[src/rtl/fifo_burst_reader.sv]
// rtl/fifo_burst_reader.sv - FIFO read engine draining a fixed-length burst onto a valid/ready stream
module fifo_burst_reader #(
  parameter int DATA_WIDTH  = 8,
  parameter int COUNT_WIDTH = 16
) (
  input  logic                   clock,
  input  logic                   reset,
  input  logic                   start,
  input  logic [COUNT_WIDTH-1:0] burst_len,
  output logic                   busy,
  output logic                   done,
  output logic [COUNT_WIDTH-1:0] words_read,
  output logic                   read_en,
  input  logic [DATA_WIDTH-1:0]  data_outp,
  input  logic                   fifo_empty,
  output logic                   m_valid,
  output logic [DATA_WIDTH-1:0]  m_data,
  input  logic                   m_ready
);

  typedef enum logic [1:0] {
    IDLE = 2'd0,
    READ = 2'd1,
    DONE = 2'd2
  } state_t;

  localparam logic [COUNT_WIDTH-1:0] ONE = COUNT_WIDTH'(1);

  state_t                 state;
  state_t                 state_nxt;
  logic [COUNT_WIDTH-1:0] len;
  logic [COUNT_WIDTH-1:0] issued;
  logic                   inflight;
  logic [1:0]             occ;
  logic                   head;
  logic [DATA_WIDTH-1:0]  mem0;
  logic [DATA_WIDTH-1:0]  mem1;

  logic accept;
  logic pop;
  logic capture;
  logic tail;
  logic room;

  assign accept  = (state == IDLE) && start;
  assign m_valid = (occ != 2'd0);
  assign m_data  = head ? mem1 : mem0;
  assign pop     = m_valid && m_ready;
  assign capture = inflight;
  // With occ==2 the slot being freed by this cycle's pop is the tail.
  assign tail    = head ^ occ[0];
  assign room    = (({1'b0, occ} + {2'b00, inflight}) < 3'd2) || pop;
  assign busy    = (state != IDLE);
  assign done    = (state == DONE);

  always_comb begin
    state_nxt = state;
    read_en   = 1'b0;
    case (state)
      IDLE: begin
        if (start) begin
          state_nxt = (burst_len == '0) ? DONE : READ;
        end
      end
      READ: begin
        read_en = !fifo_empty && (issued < len) && room;
        if (pop && (words_read + ONE == len)) begin
          state_nxt = DONE;
        end
      end
      DONE: begin
        state_nxt = IDLE;
      end
      default: begin
        state_nxt = IDLE;
      end
    endcase
  end

  always_ff @(posedge clock or negedge reset) begin
    if (!reset) begin
      state      <= IDLE;
      len        <= '0;
      issued     <= '0;
      words_read <= '0;
      inflight   <= 1'b0;
      occ        <= 2'd0;
      head       <= 1'b0;
      mem0       <= '0;
      mem1       <= '0;
    end else begin
      state    <= state_nxt;
      inflight <= read_en;
      if (accept) begin
        len        <= burst_len;
        issued     <= '0;
        words_read <= '0;
      end else begin
        if (read_en) issued <= issued + ONE;
        if (pop) words_read <= words_read + ONE;
      end
      if (capture && !pop) begin
        occ <= occ + 2'd1;
      end else if (!capture && pop) begin
        occ <= occ - 2'd1;
      end
      if (pop) head <= ~head;
      if (capture) begin
        if (tail) mem1 <= data_outp;
        else      mem0 <= data_outp;
      end
    end
  end

endmodule

[config.mk]
export PLATFORM = sky130hd
export DESIGN_NAME = fifo_burst_reader
export DESIGN_NICKNAME = d
export VERILOG_FILES = /design/src/rtl/fifo_burst_reader.sv
export SDC_FILE = /design/constraint.sdc
export NUM_CORES = 1
export LEC_CHECK = 0
export ABC_CLOCK_PERIOD_IN_PS = 2750
export CORE_UTILIZATION = 23
export DETAILED_ROUTE_END_ITERATION = 12
export DONT_BUFFER_PORTS = 1
export GPL_ROUTABILITY_DRIVEN = 0
export HOLD_SLACK_MARGIN = 0.12
export PLACE_DENSITY = 0.37
export SYNTH_ARGS = -nofsm -noshare
export SYNTH_HDL_FRONTEND = slang
export SYNTH_SLANG_ARGS = --single-unit
export TNS_END_PERCENT = 5
[constraint.sdc]
create_clock -name clock -period 2.75 [get_ports clock]
set_input_delay 0.55 -clock clock [delete_from_list [all_inputs] [get_ports clock]]
set_output_delay 0.55 -clock clock [all_outputs]
set_load 0.02 [all_outputs]
After elaboration in Yosys (flattened, before gate mapping). Index checks and enable logic that the tools add are counted.

Input port bits: 29. Output and inout bits: 28. Register bits: 70. Word-level logic and storage cells: 57.

Bitwise gates (word level): 3. Reductions and logical operators: 21. Equal/unequal tests: 5. Order comparisons: 2. Add/subtract/negate cells: 5. Multiplexer cells: 12.

Operators by type and width (number): $mux W16 (4); $add A16 B1 Y16 const B (2); $eq A16 B16 Y1 (1); $logic_not A16 Y1 (1); $lt A16 B16 Y1 (1); $mux W2 (5); $reduce_bool A2 Y1 (5); $mux W8 (1); $logic_and A1 B1 Y1 (7); $reduce_and A2 Y1 (3); $ne A2 B2 Y1 const B (2); $pmux W2 S2 (1); $add A2 B1 Y3 (1); $logic_not A1 Y1 (3); $lt A3 B2 Y1 const B (1); $add A2 B1 Y2 const B (1); $eq A2 B1 Y1 const B (1); $eq A2 B2 Y1 const B (1); $logic_not A2 Y1 (1); $not A1 Y1 (2); $sub A2 B1 Y2 const B (1); $logic_or A1 B1 Y1 (1); $mux W1 (1); $xor A1 B1 Y1 (1).

Depth between registers and ports, before layout.
Depth in word-level cells: 7. Depth in mapped cells: 11. Gate-level depth less buffers: 9.

Worst setup path before layout. OpenSTA, ideal clock, no wires.

Kind: reg-to-output. From: register issued[1]. To: output port read_en. Arrival time: 1.906 ns. Slack: 0.294 ns. Path buffers: 2. Data required time: 2.200 ns. Stages on the path, launching flop included: 9. Cells stage by stage: dfrtp_1 -> ha_1 -> a21o_1 -> a211o_1 -> a211oi_2 -> o21ai_2 -> buf_6 -> clkbuf_1 -> inv_2.

Cells in the longest elaborated chain, start to end: 4.

RTL lines: start: declaration (line 32) `logic [COUNT_WIDTH-1:0] issued;`; start signal: assignment (line 99) `if (read_en) issued <= issued + ONE;`; $lt A16 B16 Y1 (line 66) `read_en = !fifo_empty && (issued < len) && room;`; $logic_and A1 B1 Y1 (2 in series) (line 66); $mux W1 (line 59) `case (state)`; end: declaration (line 13) `output logic read_en,`.

No other way between the ends.

Final worst setup path.
From: register len[1]. To: output port read_en.

Cells in the longest elaborated chain, start to end: 4.

RTL lines: start: declaration (line 31) `logic [COUNT_WIDTH-1:0] len;`; start signal: assignment (line 95) `len <= burst_len;`; $lt A16 B16 Y1 (line 66); $logic_and A1 B1 Y1 (2 in series) (line 66); $mux W1 (line 59).

No other way between the ends.

==> results.md <==
- WP data arrival: approximately 2.1 ns
- Via density: 4.64
- Fraction of layout cells with a size suffix above 1: between 10% and 20%
- Max clock buf depth: 2
- N_diodes: 0
- Finished Cell Area: ~0.0048 mm2
- Net load switching power: about 0.0015 W
- Htree depth: 3
- Fin. max-slew vios: 0
- 1st-pass router iterations: 4
- First-pass GRT wire length: roughly 18000 um
- Sequential cell area: approximately 0.0018 mm2
- Placed insts: 633
- Mapped Cells: 415
- Slew headroom: approximately two thirds
- Setup Crit Path Kind: reg -> out
- Clock Sinks: 70
- Post-Syn Nets: 462
- Yosys reg bits: 70
- Setup TNS Final: 0 ns
- P_int: 0.00286 W
- Sw Ratio: approximately a third
- Number of synthesized flops with an enable pin: 0
- Slowest CP cell: dfrtp_1
- Outcome: completed
- Total GRT Usage: between 10% and 20%
- Largest net degree at the start of global routing: around 70
- Io pins: 57
- Syn. warnings: 0
- Post-route insts no fill: between 600 and 700
- Register area share after synthesis: 44.2%
- LEAKAGE: 2.02 nW
- Most common cell after layout, fill and taps aside: dfrtp_1
- Initial Util: between 20% and 30%
- RSZ-0062 raised after global routing: no
- Most frequent cells in the layout: dfrtp_1, nand2_1, xnor2_1
- Final wirelength: roughly 11000 um
- 1st-iter DRT viols: around 100
- Clock Power Share: approximately a third
- Drt drc: 0
- Area Growth Syn to Fin: 21.4%
- Core ar.: 0.0167 mm2
- Area of placed instances: about 0.0043 mm2
- CTS tree: built
- Tmin final: ~2.6 ns
- Multi-input logic area: 0.00204 mm2
- Port Buffer Count: 0
- Synth cell types: 48
- Final #Nets: 481
- Hold Vio Cnt, Final: 0
- Max cap viols: 0
- Rows: 47
- HP Class: in -> reg
- DP HPWL: ~8000 um
- Clock insertion delay at the later pin of the skew report: 0.34 ns
- Cell accounting for the most synthesized area: dfrtp_1
- Remaining antenna violation count: 0
- Routed length per instance: approximately 16 um
- Prevailing post-synth register cell: dfrtp_1
- CP required: roughly 2.2 ns
- Crit path launch type: flop
- Die Wd: between 100 and 150 um
- Synth area leaders: dfrtp_1, xnor2_1, ha_1
- Mapped Area: slightly below 0.004 mm2
- Worst Skew: between 0.006 and 0.007 ns
- CP max FO: 5
- Worst VDD drop: about 0.3 mV
- PwrDens: 903 mW/mm2
- Worst-Margin Slew: 0.525 ns
- CP endpoint kind: output pin
- CTS root buffer: clkbuf_16
- Clk pin slew, worst setup/hold paths: approximately 0.06 ns
- F_max: between 300 and 400 MHz
- Part of the cycle the worst path needs: about 95%
- Vias in the first global route: approximately 3200
- Mean post-synth cell area: ~9.5 um2
- FILL cells: between 1500 and 2000
- Async S/R FF share, synth: 100%
- Critical path's largest stage delay: ~0.37 ns
- Total CTS buffers: 9
- Finish-stage setup viols: 0
- Seq pwr share: a little over a third
- Die Area: between 0.015 and 0.02 mm2
- Worst-path cell chain: inv_2 -> ha_1 -> a21o_1 -> a211o_1 -> a211oi_2 -> o21ai_2 -> buf_12 -> inv_6
- Comb power frac: 31.4%
- Yosys top cell area share: between 40 and 50%
- Global route overflow: 0
- Die Y-Extent: approximately 130 um
- Initial antenna violation count: 0
- DR vias: a little over 3000
-- layer usage --
metal | up-vias | share of wire (%) | global-route usage [%]
met5 | - | 0 | 0
met4 | 0 | 1.8 | 5.93
met3 | 12 | 7.5 | 4.72
met2 | 53 | 45 | 20.0
met1 | 1470 | 46 | 16.6
li1 | 1520 | - | -
-- final timing paths --
check / slack [ns] / cells past startpoint / to / start
min in group asynchronous: 0.72 / 2 / issued[12] / reset
max in group asynchronous: 1.69 / 2 / words_read[5] / reset
worst max-delay path: 0.13 / 8 / read_en / len[1]
worst max register to register: 0.19 / 10 / issued[9] / len[1]
worst min-delay path: 0.33 / 2 / len[13] / burst_len[13]
worst min register to register: 0.49 / 1 / mem1[5] / mem1[5]
-- area by class of cell --
class	count	area share (%)
multi-input cells	300	42.4
flip-flops and latches	70	36.4
repair buffers	28	5.72
well taps	220	5.72
clock buffers	9	4.68
clock inverters	7	3.02
inverters	25	2.06
-- state kept, by name, summed over array words and instances, names as in the netlist --
name,cells
issued,16
len,16
words_read,16
mem0,8
mem1,8
occ,2
state,2
capture,1
head,1
-- repair_timing --
action / CTS / global route
resized for setup: 3 / 3
gates cloned: 0 / 1
setup buffers: 3 / 4
pin swaps: 2 / 3
endpoints found under the setup margin: 1 / 1
endpoints found under the hold margin: 70 / 0
hold buffers: 2 / 0
-- worst max-delay path: cells and delay by family (launching register included) --
family | cells | cell delay (ns)
adder cells (fa/ha/maj) | 1 | 0.28
buffers and inverters | 3 | 0.26
AO/OA/AOI/OAI | 4 | 0.82
flip-flops | 1 | 0.37
-- power groups by stage --
stage	combinational [W]	sequential, W	clock (W)
4_1_cts	0.00136	0.00152	0.00151
2_1_floorplan	0.000968	0.00152	0
3_3_place_gp	0.00129	0.00153	0
5_1_grt	0.00150	0.00156	0.00156
6_report	0.00136	0.00151	0.00147
3_5_place_dp	0.00130	0.00154	0
-- kinds of logic (layout without fill, tap and decap cells) --
family / after synthesis / in the layout / synth area share (%)
flip-flops: 70 / 70 / 44.2
AO/OA/AOI/OAI: 86 / 86 / 13.0
AND/OR/NAND/NOR: 133 / 133 / 17.0
adder cells (fa/ha/maj): 18 / 18 / 5.69
XOR/XNOR: 39 / 39 / 8.62
buffers and inverters: 45 / 69 / 4.61
multiplexers: 24 / 24 / 6.82
-- synth_stat cells, types with 12 or more instances --
library cell and n:
dfrtp_1 70, a21oi_1 26, o21ai_1 23, nor2_1 21, nand3_1 15, xor2_1 12
mux2_1 16, clkbuf_1 14, nand2_1 39, inv_1 23, ha_1 18, nand4_1 12
xnor2_1 27
-- stage by stage --
step	util, %	worst slack, ns	power (W)	hold WS (ns)
final	28.8	0.133	0.00434	0.329
after global routing	28.8	0.00119	0.00461	0.324
after CTS	28.4	0.000652	0.00438	0.318
after detailed placement	25.8	0.121	0.00284	0.257
after global placement	25.8	0.138	0.00281	0.257
after floorplan	-	0.294	0.00249	0.254
No activity file was read; power rests on OpenSTA's default activity.
